`config.mk`:
```
export PLATFORM = sky130hd
export DESIGN_NAME = shifter_seq
export DESIGN_NICKNAME = d
export VERILOG_FILES = /design/src/rtl/shifter_seq.sv
export SDC_FILE = /design/constraint.sdc
export NUM_CORES = 1
export LEC_CHECK = 0
export ABC_CLOCK_PERIOD_IN_PS = 3750
export BUFFER_PORTS_ARGS = -buffer_cell sky130_fd_sc_hd__buf_2
export CAP_MARGIN = 20
export CORE_MARGIN = 5
export CORE_UTILIZATION = 54
export CTS_CLUSTER_SIZE = 28
export DETAILED_ROUTE_END_ITERATION = 10
export PLACE_DENSITY = 0.85
export SYNTH_ARGS = -nofsm -noshare
export SYNTH_HDL_FRONTEND = slang
export SYNTH_SLANG_ARGS = --single-unit
```
`constraint.sdc`:
```
create_clock -name clk -period 3.75 [get_ports clk]
set_input_delay 0.375 -clock clk [delete_from_list [all_inputs] [get_ports clk]]
set_output_delay 0.375 -clock clk [all_outputs]
set_load 0.01 [all_outputs]
```
`src/rtl/shifter_seq.sv`:
```
// Iterative operand-2 shifter: LSL/LSR/ASR/ROR one bit per clock with ARM-style carry-out,
// behind a start/done handshake. Feeds the ALU B input and shiftCout.
module shifter_seq #(
  parameter int unsigned WIDTH = 32,
  parameter int unsigned AMT_W = 8
) (
  input  logic             clk,
  input  logic             rst,
  input  logic             start,
  input  logic [1:0]       shift_type,
  input  logic [AMT_W-1:0] shift_amt,
  input  logic [WIDTH-1:0] data_in,
  input  logic             c_in,
  output logic [WIDTH-1:0] data_out,
  output logic             shift_cout,
  output logic             busy,
  output logic             done
);

  localparam int unsigned CntW = $clog2(WIDTH + 2);

  localparam logic [1:0] ShLsl = 2'b00;
  localparam logic [1:0] ShLsr = 2'b01;
  localparam logic [1:0] ShAsr = 2'b10;
  localparam logic [1:0] ShRor = 2'b11;

  typedef enum logic [1:0] {StIdle, StShift, StDone} state_e;

  state_e           state_q;
  logic [WIDTH-1:0] data_q;
  logic             cout_q;
  logic [1:0]       type_q;
  logic [CntW-1:0]  cnt_q;

  int unsigned      amt_int;
  int unsigned      rot_int;
  logic [CntW-1:0]  n_init;
  logic [WIDTH-1:0] step_data;
  logic             step_cout;

  assign amt_int = 32'(shift_amt);
  assign rot_int = amt_int % WIDTH;

  // Iteration count; large amounts saturate so the 1-bit steps yield ARM results naturally.
  always_comb begin
    n_init = '0;
    unique case (shift_type)
      ShLsl, ShLsr: n_init = (amt_int > WIDTH + 1) ? CntW'(WIDTH + 1) : CntW'(amt_int);
      ShAsr:        n_init = (amt_int > WIDTH) ? CntW'(WIDTH) : CntW'(amt_int);
      ShRor: begin
        if (amt_int == 0) begin
          n_init = '0;
        end else if (rot_int == 0) begin
          n_init = CntW'(WIDTH);
        end else begin
          n_init = CntW'(rot_int);
        end
      end
      default: n_init = '0;
    endcase
  end

  always_comb begin
    step_data = data_q;
    step_cout = cout_q;
    unique case (type_q)
      ShLsl: begin
        step_cout = data_q[WIDTH-1];
        step_data = {data_q[WIDTH-2:0], 1'b0};
      end
      ShLsr: begin
        step_cout = data_q[0];
        step_data = {1'b0, data_q[WIDTH-1:1]};
      end
      ShAsr: begin
        step_cout = data_q[0];
        step_data = {data_q[WIDTH-1], data_q[WIDTH-1:1]};
      end
      ShRor: begin
        step_cout = data_q[0];
        step_data = {data_q[0], data_q[WIDTH-1:1]};
      end
      default: begin
        step_cout = cout_q;
        step_data = data_q;
      end
    endcase
  end

  always_ff @(posedge clk or posedge rst) begin
    if (rst) begin
      state_q <= StIdle;
      data_q  <= '0;
      cout_q  <= 1'b0;
      type_q  <= ShLsl;
      cnt_q   <= '0;
    end else begin
      unique case (state_q)
        StIdle, StDone: begin
          if (start) begin
            data_q  <= data_in;
            type_q  <= shift_type;
            cout_q  <= c_in;
            cnt_q   <= n_init;
            state_q <= (n_init != '0) ? StShift : StDone;
          end else begin
            state_q <= StIdle;
          end
        end
        StShift: begin
          data_q <= step_data;
          cout_q <= step_cout;
          cnt_q  <= cnt_q - 1'b1;
          if (cnt_q == CntW'(1)) begin
            state_q <= StDone;
          end
        end
        default: state_q <= StIdle;
      endcase
    end
  end

  assign data_out   = data_q;
  assign shift_cout = cout_q;
  assign busy       = (state_q == StShift);
  assign done       = (state_q == StDone);

endmodule

```
==> results.cfg, run 1 <==
[run_status]
outcome = complete, no violations

[clocking]
post-cts-setup-buffer-count = 0
clk_path_buf_depth = 2
cts_root_buf = clkbuf_8
cts.sinks = 43
clkLatencyLatePin_ns = 0.29
cts_tree = built
post_cts_resized = 0
cts-hold-fix-buffers = 0
clkSlewWorstSetupHoldPaths_ns = 0.08
cts-buffers-inserted = 5
h-tree-depth = 2

[sta]
finalCritPeriodShare = 0.656
slew_headroom = 0.326
fmax_mhz = 407
rsz0062_at_grt = no
fin_skew_ns = 0.00786
setup_viol = 0
drv_slew = 0
hold_viol_final = 0
worst_slew_pin_slew_ns = 1.01
tns_ns = 0
period_minus_slack_ns = 2.46

[detailed_routing]
antenna_left = 0
drt-total-wl_microns = 6530
drt_iter0_markers = 251
viasPerCell = 5.70
drt_first_pass_iters = 4
drc_errors = 0
wl_per_cell_microns = 14.9
dr_total_vias = 2492

[final_layout]
layout-drive-gt1-share = 0.252
diodes = 0
final_common_cell = nand2_1
stdcell_count = 437
syn_to_final_growth_pct = 19.5
finalInstanceArea_sq_um = 2920
mostFrequentLayoutCells = nand2_1, buf_2, dfrtp_1
final_core_util = 0.670
nets = 433

[setup_path]
timing.rr.start = state_q[1]
cp.required_ns = 3.38
path_class = reg2out
r2r_slack_ns = 1.45
cp-start-kind = register
worst_r2r_endpoint = cnt_q[5]
worst-r2r-cell-count = 6
cp.arrival_ns = 2.08
worst-path-max-fanout = 40
setup.worst_path.end_class = output port

[power]
finalPower_w = 0.00271
power.density_nw_per_um2 = 930
p_leak_nw = 1.50
ir_worst_vdd_uv = 372

[synth]
synth_fp_nets = 368
synth_area_sq_um = 2440
async_flop_share = 1.00
synthCells = 320
synth_edf_count = 0
yosysWarnings = 0
synthFlopType = dfrtp_1
synth_seq_area_share = 0.441
synth-seq-cells = 43
avgSynthCellArea_sq_um = 7.62
synth.distinct_cells = 32

[global_route]
grt_usage = 0.213
grt_pass1_vias = 2416
antenna_found_initial = 0
grt_max_degree = 44
grt_pass1_wl_microns = 10600
grt_overflow = 0

[place]
dp_cells = 429
gp_congestion = 0.806
placed_cell_area_sq_um = 2820
port_buffers = 80
dp_hpwl_microns = 4320

[floorplanning]
coreArea_sq_um = 4350
die_w_microns = 77.2
io_pins = 81
num_rows = 24
start_util = 0.560
die_h_microns = 77.2
fp.dieArea_sq_um = 5960

[min_path]
hold_class = in2async

[flow_run]
maxCapViolCount = 0
==> per-layer routing <==
layer	wire length, microns	up-vias	share of wire	global-route usage
met5	0	-	0	0
li1	-	1218	-	-
met3	375	10	0.057	0.0550
met4	99	0	0.015	0.0670
met2	3400	81	0.52	0.383
met1	2660	1183	0.41	0.243
==> flip-flops by register name (all words and copies together), names as in the netlist <==
register,cells
data_out,32
cnt_q,6
state_q,2
type_q,2
shift_cout,1
==> final cells by class <==
class | instances | area, sq um
fill | 374 | 1440
multi-input combinational | 248 | 1250
sequential | 43 | 1080
timing repair buffer | 83 | 427
clock buffer | 6 | 82.6
tap | 52 | 65.1
inverter | 4 | 15.0
clock inverter | 1 | 5.00
==> worst max-delay path, cell delays in order (launching register included) <==
cell	delay (ns)
dfrtp_1	0.38
nand2b_1	0.14
buf_4	0.26
inv_1	0.74
buf_2	0.27
==> worst max path at each step <==
stage,depth (start not counted),end,startpoint
CTS,4,busy,state_q[1]
global route,4,busy,state_q[1]
detailed placement,5,cnt_q[5],state_q[1]
floorplan,4,state_q[0],shift_amt[3]
global placement,6,cnt_q[3],state_q[1]
finish,4,busy,state_q[1]
==> where the power goes <==
part           leakage, nW  switching (W)  internal, W  total, W
logic                0.947       0.000814     0.000628   0.00144
registers            0.504       0.000253     0.000715  0.000967
clock network       0.0470       0.000159     0.000145  0.000304
total                 1.50        0.00123      0.00149   0.00271
==> synthesized netlist by cell type (2+ instances only) <==
cell | count | share of area
inv_1 | 4 | 0.0062
o211ai_1 | 4 | 0.012
nor2_1 | 7 | 0.011
or3_1 | 3 | 0.0077
nand2_1 | 136 | 0.21
nand2b_1 | 2 | 0.0051
a311oi_1 | 2 | 0.0072
nor2b_1 | 3 | 0.0077
and3_1 | 32 | 0.082
nand3_1 | 5 | 0.010
dfrtp_1 | 43 | 0.44
a31oi_1 | 32 | 0.082
buf_2 | 15 | 0.031
ha_1 | 2 | 0.010
buf_1 | 2 | 0.0031
a21oi_1 | 5 | 0.010
clkbuf_1 | 8 | 0.012
==> per-stage QoR <==
stage                     setup slack, ns  hold slack (ns)
final                                1.29            0.266
after global routing                 1.15            0.318
after CTS                            1.28            0.307
after detailed placement             1.43            0.530
after global placement               1.60            0.525
after floorplan                      2.34            0.480
==> cell families (layout without fill, tap and decap cells) <==
| kind of cell | after synthesis | after routing | synth area share |
|---|---|---|---|
| buf+inv | 29 | 94 | 0.0523 |
| simple gates | 193 | 193 | 0.349 |
| mux | 1 | 1 | 0.00462 |
| fa+ha+maj | 2 | 2 | 0.0103 |
| compound gates | 52 | 52 | 0.143 |
| flops | 43 | 43 | 0.441 |
Power figures use the tool's default switching activity.
==> run 2, diff against run 1 <==
ABC_AREA = 1   (was default)
ABC_CLOCK_PERIOD_IN_PS = 2350   (was 3750)
CORE_UTILIZATION = 52   (was 54)
PLACE_DENSITY = 0.8   (was 0.85)
clock period = 2.35 ns   (was 3.75 ns; I/O delays follow)
==> results.cfg, run 2 <==
[sta]
fmax_mhz = 506
slew_headroom = 0.604
worst_slew_pin_slew_ns = 0.593
setup_viol = 0
tns_ns = 0
drv_slew = 0
period_minus_slack_ns = 1.98
finalCritPeriodShare = 0.840
fin_skew_ns = 0.0129
hold_viol_final = 0
rsz0062_at_grt = no

[clocking]
cts-buffers-inserted = 5
clkLatencyLatePin_ns = 0.30
clkSlewWorstSetupHoldPaths_ns = 0.08
post_cts_resized = 0
post-cts-setup-buffer-count = 0
cts_root_buf = clkbuf_8
clk_path_buf_depth = 2
cts_tree = built
h-tree-depth = 2
cts.sinks = 43

[floorplanning]
io_pins = 81
die_w_microns = 82.2
start_util = 0.534
coreArea_sq_um = 5070
die_h_microns = 82.2
num_rows = 26
fp.dieArea_sq_um = 6750

[place]
dp_cells = 480
port_buffers = 80
placed_cell_area_sq_um = 3070
dp_hpwl_microns = 4870
gp_congestion = 0.885

[synth]
synth_area_leaders = dfrtp_1, o21ai_0, a22oi_1
yosysWarnings = 0
async_flop_share = 1.00
synth.distinct_cells = 30
synth_area_sq_um = 2710
synth-seq-cells = 43
synthCells = 346
synthFlopType = dfrtp_1
synth_seq_area_share = 0.397
netlist.area_leader.share = 0.397
avgSynthCellArea_sq_um = 7.83
synth_largest_area_cell = dfrtp_1
synthMostInstantiatedCell = o21ai_0
synthTopCellsByCount = o21ai_0, inv_1, dfrtp_1
synth_fp_nets = 394
synth_edf_count = 0

[global_route]
antenna_found_initial = 0
grt_overflow = 0
grt_usage = 0.200
grt_pass1_wl_microns = 10600
grt_pass1_vias = 2348
grt_max_degree = 47

[final_layout]
layout-drive-gt1-share = 0.258
mostFrequentLayoutCells = buf_2, o21ai_0, inv_1
nets = 466
final_common_cell = buf_2
stdcell_count = 489
finalInstanceArea_sq_um = 3180
final_core_util = 0.627
largest_register_ffs = 32
syn_to_final_growth_pct = 17.6
diodes = 0

[detailed_routing]
drc_errors = 0
wl_per_cell_microns = 14.0
drt_iter0_markers = 188
antenna_left = 0
drt_first_pass_iters = 4
drt-total-wl_microns = 6830
dr_total_vias = 2658
viasPerCell = 5.44

[flow_run]
maxCapViolCount = 0

[power]
ir_worst_vdd_uv = 707
p_leak_nw = 1.63
power.density_nw_per_um2 = 1460

[setup_path]
worst-path-max-fanout = 46
setup.worst_path.end_class = output port
slowest_delay_ns = 0.43
path_cells = nand2_4 -> clkinv_1 -> buf_2
crit_slowest_cell = dfrtp_1
cp.arrival_ns = 1.74
cp.required_ns = 2.12
cp-start-kind = register
path_class = reg2out

[min_path]
hold_class = in2reg

[run_status]
outcome = complete, no violations
run 2: what timing repair did:
item	4_1_cts	5_1_grt
setup endpoints to repair	0	0
endpoints found under the hold margin	12	0
hold buffers	1	0
run 2: kinds of logic (layout without fill, tap and decap cells):
family / after synthesis / count (layout) / synth area share
DFF: 43 / 43 / 0.397
xor gates and xnor gates: 2 / 2 / 0.00647
adders and majority gates: 2 / 2 / 0.00924
AOI/OAI and AO/OA: 148 / 148 / 0.321
buffers and inverters: 76 / 149 / 0.140
and+or+nand+nor: 75 / 75 / 0.125
run 2: cell type report:
| class | instances | area [sq um] |
|---|---|---|
| Clock inverter | 1 | 7.51 |
| Clock buffer | 7 | 96.3 |
| Multi-Input combinational cell | 227 | 1250 |
| Inverter | 56 | 213 |
| Sequential cell | 43 | 1080 |
| Timing Repair Buffer | 85 | 453 |
| Tap cell | 70 | 87.6 |
| Fill cell | 465 | 1890 |
run 2: per-stage QoR:
stage | power (W) | worst slack [ns] | hold slack (ns)
finish | 0.00466 | 0.375 | 0.243
CTS | 0.00467 | 0.389 | 0.233
detailed placement | 0.00412 | 0.699 | 0.231
global placement | 0.00403 | 0.736 | 0.227
floorplan | 0.00352 | 1.11 | 0.379
global route | 0.00508 | 0.240 | 0.261
run 2: layer usage:
| metal | share of wire | track usage | up-vias |
|---|---|---|---|
| li1 | - | - | 1319 |
| met1 | 0.43 | 0.270 | 1236 |
| met2 | 0.48 | 0.331 | 96 |
| met3 | 0.075 | 0.0347 | 7 |
| met4 | 0.011 | 0.0581 | 0 |
| met5 | 0 | 0 | - |
run 2: worst paths after layout:
| check | end | start | cells after the start | slack (ns) |
|---|---|---|---|---|
| worst max register to register | data_out[31] | state_q[0] | 6 | 0.68 |
| worst min register to register | cnt_q[3] | cnt_q[3] | 2 | 0.54 |
| min in group asynchronous | data_out[11] | rst | 3 | 0.46 |
| max in group asynchronous | data_out[8] | rst | 4 | 1.28 |
| worst min-delay path | cnt_q[0] | shift_type[1] | 4 | 0.24 |
| worst max-delay path | busy | state_q[0] | 3 | 0.37 |
run 2: where the power goes:
part           total, W  switching (W)  internal, W
Clock          0.000521       0.000254     0.000267
Sequential      0.00146       0.000320      0.00114
Combinational   0.00268        0.00166      0.00102
Total           0.00466        0.00223      0.00243
run 2: worst max-delay path, delay by kind of cell (launching register included):
family | cells | cell delay (ns)
flops | 1 | 0.43
simple gates | 1 | 0.36
buf+inv | 2 | 0.64
